$ cat src/rtl/div_if.sv
// Handshake and operand bundle between the EX stage (master) and div_unit (slave).
interface div_if #(
    parameter int DATA_W = 32
);
    logic                  signed_div_i;
    logic [DATA_W-1:0]     opdata1_i;
    logic [DATA_W-1:0]     opdata2_i;
    logic                  start_i;
    logic                  annul_i;
    logic [2*DATA_W-1:0]   result_o;
    logic                  ready_o;

    modport master (
        output signed_div_i, opdata1_i, opdata2_i, start_i, annul_i,
        input  result_o, ready_o
    );

    modport slave (
        input  signed_div_i, opdata1_i, opdata2_i, start_i, annul_i,
        output result_o, ready_o
    );
endinterface

$ cat src/rtl/div_unit.sv
// Multi-cycle radix-2 restoring divider for DIV/DIVU.
// result_o = {remainder, quotient}; upper half feeds HI, lower half feeds LO.
// Optional build macro DIV_EARLY_OUT_EN: when |dividend| < |divisor| the result
// (quo=0, rem=dividend) is produced straight from FREE without iterating.
//
// state  | meaning
// FREE   | idle, waiting for start_i
// BYZERO | divisor was zero, result forced to 0 next
// ON     | one shift/subtract per cycle, cnt = iteration index
// END    | ready_o high, result held until start_i drops
module div_unit #(
    parameter int DATA_W = 32
) (
    input  logic   clk,
    input  logic   rst,
    div_if.slave   bus
);
    localparam int CW = $clog2(DATA_W);

    typedef enum logic [1:0] {
        S_FREE   = 2'd0,
        S_BYZERO = 2'd1,
        S_ON     = 2'd2,
        S_END    = 2'd3
    } state_t;

    state_t                state, state_n;
    logic [CW-1:0]         cnt, cnt_n;
    logic [2*DATA_W:0]     work, work_n, work_step;
    logic [DATA_W-1:0]     divisor, divisor_n;
    logic                  neg_quo, neg_quo_n;
    logic                  neg_rem, neg_rem_n;
    logic [2*DATA_W-1:0]   result, result_n;
    logic                  ready, ready_n;

    logic                  accept;
    logic                  a_neg, b_neg, b_zero, early;
    logic [DATA_W-1:0]     a_mag, b_mag;
    logic [DATA_W:0]       diff;
    logic [DATA_W-1:0]     q_raw, r_raw, q_fix, r_fix;
    logic                  last_iter;

    assign accept    = (state == S_FREE) && bus.start_i && !bus.annul_i;
    assign a_neg     = bus.signed_div_i & bus.opdata1_i[DATA_W-1];
    assign b_neg     = bus.signed_div_i & bus.opdata2_i[DATA_W-1];
    assign a_mag     = a_neg ? (~bus.opdata1_i + 1'b1) : bus.opdata1_i;
    assign b_mag     = b_neg ? (~bus.opdata2_i + 1'b1) : bus.opdata2_i;
    assign b_zero    = (bus.opdata2_i == '0);
    assign last_iter = (cnt == CW'(DATA_W - 1));

`ifdef DIV_EARLY_OUT_EN
    assign early = !b_zero && (a_mag < b_mag);
`else
    assign early = 1'b0;
`endif

    // work holds {partial remainder, remaining dividend bits, quotient bits},
    // pre-shifted by one so the top DATA_W+1 bits are the current trial minuend.
    always_comb begin
        diff = work[2*DATA_W:DATA_W] - {1'b0, divisor};
        if (diff[DATA_W]) begin
            work_step = {work[2*DATA_W-1:0], 1'b0};
        end else begin
            work_step = {diff[DATA_W-1:0], work[DATA_W-1:0], 1'b1};
        end
        q_raw = work_step[DATA_W-1:0];
        r_raw = work_step[2*DATA_W:DATA_W+1];
        q_fix = neg_quo ? (~q_raw + 1'b1) : q_raw;
        r_fix = neg_rem ? (~r_raw + 1'b1) : r_raw;
    end

    // Next-state decode.
    always_comb begin
        state_n = state;
        case (state)
            S_FREE: begin
                if (accept) begin
                    if (b_zero)     state_n = S_BYZERO;
                    else if (early) state_n = S_END;
                    else            state_n = S_ON;
                end
            end
            S_BYZERO: state_n = S_END;
            S_ON: begin
                if (bus.annul_i)    state_n = S_FREE;
                else if (last_iter) state_n = S_END;
            end
            S_END: begin
                if (bus.annul_i || !bus.start_i) state_n = S_FREE;
            end
            default: state_n = S_FREE;
        endcase
    end

    // Datapath and registered-output next values.
    always_comb begin
        cnt_n     = cnt;
        work_n    = work;
        divisor_n = divisor;
        neg_quo_n = neg_quo;
        neg_rem_n = neg_rem;
        result_n  = result;
        ready_n   = ready;
        case (state)
            S_FREE: begin
                if (accept) begin
                    cnt_n     = '0;
                    work_n    = {{DATA_W{1'b0}}, a_mag, 1'b0};
                    divisor_n = b_mag;
                    neg_quo_n = a_neg ^ b_neg;
                    neg_rem_n = a_neg;
                    if (early && !b_zero) begin
                        result_n = {bus.opdata1_i, {DATA_W{1'b0}}};
                        ready_n  = 1'b1;
                    end
                end
            end
            S_BYZERO: begin
                result_n = '0;
                ready_n  = 1'b1;
            end
            S_ON: begin
                if (!bus.annul_i) begin
                    work_n = work_step;
                    cnt_n  = cnt + CW'(1);
                    if (last_iter) begin
                        result_n = {r_fix, q_fix};
                        ready_n  = 1'b1;
                    end
                end
            end
            S_END: begin
                if (bus.annul_i || !bus.start_i) ready_n = 1'b0;
            end
            default: ready_n = 1'b0;
        endcase
    end

    // State and datapath registers; synchronous reset wins over everything.
    always_ff @(posedge clk) begin
        if (rst) begin
            state   <= S_FREE;
            cnt     <= '0;
            work    <= '0;
            divisor <= '0;
            neg_quo <= 1'b0;
            neg_rem <= 1'b0;
            result  <= '0;
            ready   <= 1'b0;
        end else begin
            state   <= state_n;
            cnt     <= cnt_n;
            work    <= work_n;
            divisor <= divisor_n;
            neg_quo <= neg_quo_n;
            neg_rem <= neg_rem_n;
            result  <= result_n;
            ready   <= ready_n;
        end
    end

    assign bus.result_o = result;
    assign bus.ready_o  = ready;
endmodule
$ cat src/flat_wrapper.sv
// flat-port wrapper written by rule: the top's interface ports become plain ports
module div_unit_flat 
#(
    parameter int DATA_W = 32
)
  (clk, rst, bus_signed_div_i, bus_opdata1_i, bus_opdata2_i, bus_start_i, bus_annul_i, bus_result_o, bus_ready_o);
  div_if #(.DATA_W(DATA_W)) bus_i ();
  input  logic clk;
  input  logic rst;
  input wire logic [$bits(bus_i.signed_div_i)-1:0] bus_signed_div_i;
  input wire logic [$bits(bus_i.opdata1_i)-1:0] bus_opdata1_i;
  input wire logic [$bits(bus_i.opdata2_i)-1:0] bus_opdata2_i;
  input wire logic [$bits(bus_i.start_i)-1:0] bus_start_i;
  input wire logic [$bits(bus_i.annul_i)-1:0] bus_annul_i;
  output wire logic [$bits(bus_i.result_o)-1:0] bus_result_o;
  output wire logic [$bits(bus_i.ready_o)-1:0] bus_ready_o;
  assign bus_i.signed_div_i = bus_signed_div_i;
  assign bus_i.opdata1_i = bus_opdata1_i;
  assign bus_i.opdata2_i = bus_opdata2_i;
  assign bus_i.start_i = bus_start_i;
  assign bus_i.annul_i = bus_annul_i;
  assign bus_result_o = bus_i.result_o;
  assign bus_ready_o = bus_i.ready_o;
  div_unit #(.DATA_W(DATA_W)) u_core (.clk(clk), .rst(rst), .bus(bus_i));
endmodule
$ cat config.mk
export PLATFORM = sky130hd
export DESIGN_NAME = div_unit_flat
export DESIGN_NICKNAME = d
export VERILOG_FILES = /design/src/rtl/div_if.sv /design/src/rtl/div_unit.sv /design/src/flat_wrapper.sv
export SDC_FILE = /design/constraint.sdc
export NUM_CORES = 1
export LEC_CHECK = 0
export BUFFER_PORTS_ARGS = -buffer_cell sky130_fd_sc_hd__buf_2
export CAP_MARGIN = 20
export CORE_UTILIZATION = 40
export CTS_BUF_LIST = sky130_fd_sc_hd__clkbuf_4 sky130_fd_sc_hd__clkbuf_8
export DETAILED_ROUTE_END_ITERATION = 7
export GPL_ROUTABILITY_DRIVEN = 1
export PLACE_DENSITY = 0.66
export REMOVE_ABC_BUFFERS = 1
export SYNTH_ARGS = -nofsm -noshare
export SYNTH_HDL_FRONTEND = slang
export SYNTH_SLANG_ARGS = --single-unit
$ cat constraint.sdc
create_clock -name clk -period 14.7 [get_ports clk]
set_input_delay 0 -clock clk [delete_from_list [all_inputs] [get_ports clk]]
set_output_delay 0 -clock clk [all_outputs]
set_load 0.01 [all_outputs]
* Yosys cells after proc, flatten, opt, wreduce, memory -nomap -nowiden *
Cells that the tools add are included.

word-level totals
  logic and storage cells = 69
  bits of input ports = 69
  register bits = 171
  output and inout bits = 65

cells by class
  equality and inequality tests = 9
  reductions and logical operators = 14
  muxes and demuxes = 24
  bitwise logic cells = 8
  add/subtract/negate cells = 6

operator list
  operator                 count
  $mux W65                 3
  $pmux W65 S2             1
  $add A32 B1 Y32 const B  4
  $mux W32                 4
  $mux W64                 2
  $not A32 Y32             4
  $pmux W64 S2             1
  $sub A33 B32 Y33         1
  $logic_not A32 Y1        1
  $mux W2                  5
  $mux W5                  2
  $pmux W5 S2              1
  $reduce_and A3 Y1        3
  $pmux W2 S4              1
  $ne A2 B1 Y1 const B     3
  $add A5 B1 Y5 const B    1
  $eq A5 B5 Y1 const B     1
  $eq A2 B2 Y1 const B     2
  $reduce_and A4 Y1        1
  $reduce_bool A2 Y1       2
  $mux W1                  3
  $ne A3 B2 Y1 const B     1
  $pmux W1 S3              1
  $and A1 B1 Y1            2
  other kinds (9)          11

* Depth between registers and ports, before layout *
Gate-level depths: netlist (run 1).

  word-level depth = 8
  gate-level depth with buffers = 28
  depth with buffers taken out = 24

* Worst setup path before layout (run 1) *
OpenSTA, ideal clock, no wires.

  kind = register to register
  from = register u_core.work[32]
  to = register u_core.result[58] (netlist: u_core.bus.result_o[58])
  data required time = 14.583 ns
  cell stages (with the launch flop) = 26
  period minus slack after synthesis = 5.665 ns
  slack = 9.035 ns
  arrival = 5.549 ns
  library setup time = 0.117 ns
  cell sequence = dfxtp_1 -> inv_1 -> ha_1 -> inv_1 -> fa_1 -> a211o_1 -> a41o_4 -> o2111ai_4 -> nand3_4 -> a31oi_4 -> nor2_8 -> inv_4 -> clkbuf_1 -> clkbuf_1 -> clkbuf_1 -> o21ai_0 -> inv_1 -> ha_1 -> inv_1 -> or4_1 -> or4_1 -> nor4_1 -> o2111ai_1 -> o41ai_1 -> xor2_1 -> a22o_1

on the way
  longest elaborated chain between the ends = 8

RTL lines
  what                      RTL line         text
  start: declaration        div_unit.sv:29   logic [2*DATA_W:0] work, work_n, work_step;
  start signal: assignment  div_unit.sv:153  work <= work_n;
  $sub A33 B32 Y33          div_unit.sv:60   diff = work[2*DATA_W:DATA_W] - {1'b0, divisor};
  $mux W65 *                div_unit.sv:61   if (diff[DATA_W]) begin
  $not A32 Y32              div_unit.sv:69   r_fix = neg_rem ? (~r_raw + 1'b1) : r_raw;
  $add A32 B1 Y32           div_unit.sv:69
  $mux W32 *                div_unit.sv:69
  $mux W64 *                div_unit.sv:126  if (last_iter) begin
  $mux W64 *                div_unit.sv:123  if (!bus.annul_i) begin
  $pmux W64 S2 *            div_unit.sv:104  case (state)
  end signal: assignment    div_unit.sv:157  result <= result_n;
  end: declaration          div_unit.sv:33   logic [2*DATA_W-1:0] result, result_n;

Mark *: on every way between the ends. The rest lies on a longest branch, timed or not. The select of a mux whose other input is x is not followed.
A chain may end at the register's enable or synchronous reset.

* Worst setup path after layout (run 1) *
Same ends and word-level chain as after synthesis.

==> results of run 1 <==
## registers in the layout (all words and copies together) (netlist names)
signal	count
u_core.neg_quo	1
u_core.divisor	32
u_core.state	2
u_core.bus.ready_o	1
u_core.work	65
u_core.bus.result_o	64
u_core.neg_rem	1
u_core.cnt	5
## power by group
part / leakage (nW) / switching [mW] / internal [mW]
Sequential: 1.39 / 0.0131 / 0.476
Clock: 0.202 / 0.207 / 0.143
Combinational: 3.80 / 0.170 / 0.101
## critical path, delay by kind of cell (launching register included)
family,cells,cell delay (ns)
flops,1,0.36
fa+ha+maj,3,0.82
simple gates,5,1.68
mux,1,0.34
buf+inv,4,0.71
compound gates,7,1.95
xor+xnor,1,0.11
## per-layer routing
metal | routed length, um | global-route usage [%]
met1 | 16030 | 31.45
met4 | 1462 | 11.93
met3 | 1646 | 3.227
met2 | 15710 | 36.87
met5 | 0 | 0
## cells in the final DEF, fill, tap and decap left out, types with 5 or more instances in the layout
master,n
a211oi_1,50
a21boi_0,5
a21o_1,16
a21oi_1,113
a22o_1,27
a22oi_1,34
a311oi_1,11
a31oi_1,28
and2_1,9
and3_1,6
buf_2,132
buf_4,12
clkbuf_8,17
dfxtp_1,171
dlygate4sd3_1,52
ha_1,38
inv_1,50
mux2i_1,25
nand2_1,124
nand2b_1,7
nand3_1,30
nand4_1,9
nor2_1,235
nor2b_1,7
nor3_1,35
nor3b_1,8
nor4_1,14
o2111ai_1,5
o211ai_1,12
o21a_1,6
o21ai_0,75
o21ai_1,6
o31a_1,5
o31ai_1,28
o41ai_1,10
or3_1,26
or4_1,15
xnor2_1,62
xor2_1,65
## through the flow
stage | hold slack, ns | power [mW]
2_1_floorplan | 0.06907 | 0.6756
5_1_grt | 0.02019 | 1.168
6_report | 0.02578 | 1.111
4_1_cts | 0.0008124 | 1.115
3_5_place_dp | 0.3166 | 0.7558
3_3_place_gp | 0.3163 | 0.7524
## final cells by class
class	count	area share, %
well taps	378	3.523
repair buffers	198	9.880
flip-flops and latches	171	25.50
clock inverters	15	1.314
clock buffers	17	1.743
inverters	51	1.445
multi-input cells	1206	56.59
## Yosys cell counts, drive strengths merged, types with 29 or more instances
| master | number | share of area [%] |
|---|---|---|
| nor2 | 239 | 7.9 |
| dfxtp | 171 | 30 |
| nand2 | 124 | 4.0 |
| a21oi | 113 | 4.9 |
| clkbuf | 86 | 2.8 |
| o21ai | 81 | 3.5 |
| xor2 | 65 | 4.9 |
| xnor2 | 62 | 4.7 |
| inv | 51 | 1.7 |
| a211oi | 50 | 3.2 |
| ha | 38 | 4.1 |
| nor3 | 36 | 1.6 |
| a22oi | 34 | 2.2 |
| nand3 | 31 | 1.5 |
| a31oi | 29 | 1.7 |
## cell families (layout without fill, tap and decap cells)
family,Yosys count,after routing
flops,171,171
fa+ha+maj,39,39
buf+inv,147,281
mux,28,28
compound gates,461,461
xor+xnor,127,127
simple gates,551,551
## repair_timing
item,4_1_cts,5_1_grt
hold buffers,52,0
buffers inserted,0,0
endpoints found under the setup margin,0,0
endpoints found under the hold margin,48,0
## path summary, 6_finish.rpt
path / end
max reg2reg: u_core.bus.result_o[58]$_SDFFE_PP0P_
min: u_core.work[16]$_SDFFE_PP0P_
min reg2reg: u_core.divisor[26]$_SDFFE_PP0P_
max: u_core.bus.result_o[58]$_SDFFE_PP0P_
==> results.json, run 1 <==
{
  "status": "finished, final reports clean",
  "synth_xor_area_share_pct": 9.627,
  "worst_pin_slew_ns": 1.058,
  "crit_start": "u_core.work[32]$_SDFFE_PP0P_",
  "routed_wirelength_mm": 34.85,
  "numClockSinks": 171,
  "dp.cells": 1950,
  "root_buffer": "clkbuf_8",
  "p_per_area_nw_per_um2": 82.75,
  "io_pins": 134,
  "instances_no_fill": 2036,
  "die_area_sq_um": 29570,
  "post-place-ws_ns": 8.725,
  "drtPass1Iterations": 6,
  "htreeDepth": 4,
  "dominantRegCellSynth": "dfxtp_1",
  "place_congestion": 0.8971,
  "synthCells": 1524,
  "peakVddDrop_uv": 44.68,
  "worstHoldStart": "bus_opdata1_i[15]",
  "layout_setup_ws_ns": 8.632,
  "cts_tree": "built",
  "crit_fanout": 42,
  "p_leak_nw": 5.393,
  "ys_types": 77,
  "regToRegSetupSlack_ns": 8.63,
  "min_path_cells": 5,
  "routed_via_density": 5.715,
  "synthAdderAreaFrac_pct": 4.288,
  "ys_seq_area_share_pct": 29.63,
  "ff2ff_path_depth": 21,
  "syn_avg_cell_area_sq_um": 7.581,
  "cts.reportedPaths.clkPinSlew_ns": 0.10,
  "crit_arrival_ns": 6.44,
  "synthSimpleGateAreaFrac_pct": 22.16,
  "hold_path_class": "input port to register",
  "grt_pass1_vias": 10615,
  "cp.required_ns": 15.08,
  "final.setup.tns_ns": 0,
  "n_antenna_cell": 0,
  "clk_latency_ns": 0.48,
  "layout-drive-gt1-share_pct": 12.18,
  "synth_seq_cells": 171,
  "drc_errors": 0,
  "antenna_found_initial": 0,
  "finish.utilization_pct": 47.79,
  "die_y_um": 172.0,
  "ant_nets": 0,
  "crit_path_max_incr_delay_ns": 0.56,
  "cp_slowest_cell": "or4_1",
  "hold_viol_final": 0,
  "start_util_pct": 41.14,
  "drt_iter0_drc": 886,
  "track_usage_pct": 23.52,
  "max_freq_mhz": 164.8,
  "syn_area_sq_um": 11550,
  "synth_compound_area_share_pct": 26.93,
  "nets": 1753,
  "grt_max_degree": 86,
  "yosysWarnings": 0,
  "numCtsBuffers": 17,
  "setup_viol": 0,
  "crit_path_start_kind": "register",
  "synth_mux_area_share_pct": 2.458,
  "design_area_sq_um": 13420,
  "drv_cap": 0,
  "cp-end-kind": "register",
  "cts_resized": 0,
  "finalCriticalPeriod_ns": 6.068,
  "placed_area_sq_um": 12440,
  "ff_latch_area_sq_um": 3423,
  "critPathMostFrequentCell": "inv_1",
  "overflow": 0,
  "worstPathCellList": "inv_1, ha_1, inv_1, fa_1, a211o_1, a41o_4, o2111ai_4, nand3_4, a41o_1, nor2_8, buf_4, mux2i_1, ha_1, inv_1, or4_1, or4_1, nor4_1, o2111ai_1, o41ai_1, xor2_1, a22o_1",
  "skew_ns": 0.02056,
  "multi_input_area_sq_um": 7597,
  "io_buffers": 133,
  "routedWlPerCell_um": 17.12,
  "synth_top_family_by_area": "compound AO/OA/AOI/OAI gates",
  "r2r-start": "u_core.work[32]$_SDFFE_PP0P_",
  "die_w_um": 172.0,
  "syn2layout_area_growth_pct": 16.19,
  "rsz0062_at_grt": "false",
  "grt_pass1_wl_mm": 54.85,
  "cts_max_path_buffers": 2,
  "core_region_area_sq_um": 28090,
  "slew-limit-headroom_pct": 28.84,
  "timing.final.crit_share_pct": 41.28,
  "fill_cells": 2874,
  "dp_hpwl_mm": 24.91,
  "std_cell_rows": 61,
  "critPathKind": "register to register",
  "synth_enable_flop_cells": 0,
  "drv_slew": 0,
  "route.vias.total": 11636,
  "synth-async-reset-ratio_pct": 0
}
(Power assumes the default switching activity.)
==> run 2: changes to the inputs <==
--- a/config.mk
+++ b/config.mk
@@ -11,7 +11,7 @@
 export CTS_BUF_LIST = sky130_fd_sc_hd__clkbuf_4 sky130_fd_sc_hd__clkbuf_8
 export DETAILED_ROUTE_END_ITERATION = 7
 export GPL_ROUTABILITY_DRIVEN = 1
-export PLACE_DENSITY = 0.66
+export PLACE_DENSITY = 0.68
 export REMOVE_ABC_BUFFERS = 1
 export SYNTH_ARGS = -nofsm -noshare
 export SYNTH_HDL_FRONTEND = slang
==> constraint.sdc (replaced) <==
create_clock -name clk -period 5.2 [get_ports clk]
set_input_delay 0 -clock clk [delete_from_list [all_inputs] [get_ports clk]]
set_output_delay 0 -clock clk [all_outputs]
set_load 0.01 [all_outputs]
==> results.json, run 2 (synthesis results as in run 1) <==
{
  "status": "finished, final reports clean",
  "root_buffer": "clkbuf_8",
  "wl_met2_mm": 16.61,
  "crit_path_start_kind": "register",
  "largest_reg_flops": 65,
  "r2r_end": "u_core.bus.result_o[58]$_SDFFE_PP0P_",
  "drtPass1Iterations": 6,
  "final_cell_mix": "nor2_1 (234), dfxtp_1 (170), buf_2 (133), nand2_1 (124), a21oi_1 (113)",
  "instances_no_fill": 2059,
  "cts_max_path_buffers": 2,
  "dp.cells": 1971,
  "drt_iter0_drc": 990,
  "timing.final.crit_share_pct": 97.25,
  "skew_ns": 0.01789,
  "drv_cap": 0,
  "die_area_sq_um": 29570,
  "grt_pass1_wl_mm": 55.24,
  "final_common_cell": "nor2_1",
  "cts_tree": "built",
  "nets": 1776,
  "drv_slew": 0,
  "min_path_cells": 5,
  "ff2ff_path_depth": 20,
  "cp-end-kind": "register",
  "rsz0062_at_grt": "true",
  "wl_met1_mm": 16.30,
  "hold_viol_final": 0,
  "grt_pass1_vias": 10585,
  "worst_pin_slew_ns": 1.124,
  "max_freq_mhz": 197.8,
  "drc_errors": 0,
  "p_total_mw": 3.224,
  "hold_path_class": "input port to register",
  "endpoint": "u_core.bus.result_o[58]$_SDFFE_PP0P_",
  "multi_input_area_sq_um": 7666,
  "wl_met3_mm": 1.664,
  "routedWlPerCell_um": 17.27,
  "place_congestion": 0.9469,
  "fill_cells": 2889,
  "die_y_um": 172.0,
  "start_util_pct": 41.14,
  "regToRegSetupSlack_ns": 0.14,
  "std_cell_rows": 61,
  "htreeDepth": 4,
  "antenna_found_initial": 0,
  "track_usage_pct": 23.59,
  "numClockSinks": 171,
  "crit_fanout": 7,
  "clk_latency_ns": 0.48,
  "r2r-start": "u_core.work[32]$_SDFFE_PP0P_",
  "die_w_um": 172.0,
  "n_antenna_cell": 0,
  "layout-drive-gt1-share_pct": 14.10,
  "p_per_area_nw_per_um2": 235.7,
  "dp_hpwl_mm": 25.63,
  "peakVddDrop_uv": 147.6,
  "cts.reportedPaths.clkPinSlew_ns": 0.11,
  "route.vias.total": 11841,
  "regMostFlops": "u_core.work",
  "crit_start": "u_core.work[32]$_SDFFE_PP0P_",
  "overflow": 0,
  "numCtsBuffers": 17,
  "p_leak_nw": 5.532,
  "ff_latch_area_sq_um": 3425,
  "finalCriticalPeriod_ns": 5.057,
  "io_buffers": 133,
  "cp.required_ns": 5.57,
  "top_layer": "met4",
  "syn2layout_area_growth_pct": 18.39,
  "ant_nets": 0,
  "core_region_area_sq_um": 28090,
  "routed_via_density": 5.751,
  "io_pins": 134,
  "critPathKind": "register to register",
  "routed_wirelength_mm": 35.55,
  "slew-limit-headroom_pct": 25.07,
  "crit_arrival_ns": 5.43,
  "grt_max_degree": 102,
  "setup_viol": 0
}
==> run 2: metrics by stage <==
| step | hold slack (ns) | utilization, % | instance area, sq um | setup TNS, ns | setup WS (ns) |
|---|---|---|---|---|---|
| floorplan | 0.06907 | - | 11180 | -1.090 | -0.2919 |
| global placement | 0.3191 | 44.85 | 12600 | 0 | 0.09140 |
| detailed placement | 0.3140 | 44.85 | 12600 | -0.05913 | -0.05913 |
| CTS | 0.005440 | 48.28 | 13560 | 0 | 0.007181 |
| global route | 0.01485 | 48.70 | 13680 | -0.1325 | -0.07819 |
| finish | 0.02346 | 48.70 | 13680 | 0 | 0.1432 |
==> run 2: where the power goes <==
group	internal [mW]	switching (mW)	total, mW
Clock	0.455	0.584	1.04
Combinational	0.304	0.498	0.802
Sequential	1.35	0.0367	1.38
==> run 2: worst min-delay path by stage <==
stage / slack [ns] / startpoint / to
6_report: 0.02 / bus_opdata1_i[20] / u_core.work[21]$_SDFFE_PP0P_
5_1_grt: 0.01 / bus_opdata1_i[30] / u_core.work[32]$_SDFFE_PP0P_
4_1_cts: 0.005 / bus_opdata1_i[7] / u_core.work[8]$_SDFFE_PP0P_
3_5_place_dp: 0.31 / bus_opdata2_i[1] / u_core.divisor[1]$_SDFFE_PP0P_
3_3_place_gp: 0.32 / bus_opdata2_i[1] / u_core.divisor[1]$_SDFFE_PP0P_
2_1_floorplan: 0.07 / rst / u_core.bus.ready_o$_SDFFE_PP0P_
==> run 2: repair_timing <==
item	in CTS	in global routing
hold buffers	52	0
endpoints found under the hold margin	49	0
setup buffers	0	1
endpoints found under the setup margin	2	8
pin swaps	0	1
resized for setup	2	12
==> run 2: cell type report <==
cell class	count	share of cell area [%]
Inverter	51	1.418
Clock buffer	17	1.711
Multi-Input combinational cell	1206	56.05
Clock inverter	15	1.445
Tap cell	378	3.458
Timing Repair Buffer	221	10.89
Sequential cell	171	25.04
==> run 2: layer usage <==
layer,track usage [%],vias up
met5,0,-
li1,-,5818
met1,31.45,5602
met3,2.930,56
met2,38.81,365
met4,8.696,0
==> run 2: worst max-delay path, stage by stage, from the launching register on <==
cell       delay [ns]
dfxtp_1          0.33
inv_1            0.05
ha_1             0.17
inv_1            0.06
fa_1             0.39
a211o_1          0.32
a41o_4           0.31
o2111ai_4        0.22
nand3_4          0.10
a41o_4           0.28
nor2_8           0.17
mux2i_2          0.26
ha_1             0.22
inv_1            0.08
or4_4            0.55
or4_4            0.48
nor4_4           0.23
o2111ai_1        0.16
o41ai_2          0.24
xor2_1           0.11
a22o_1           0.20
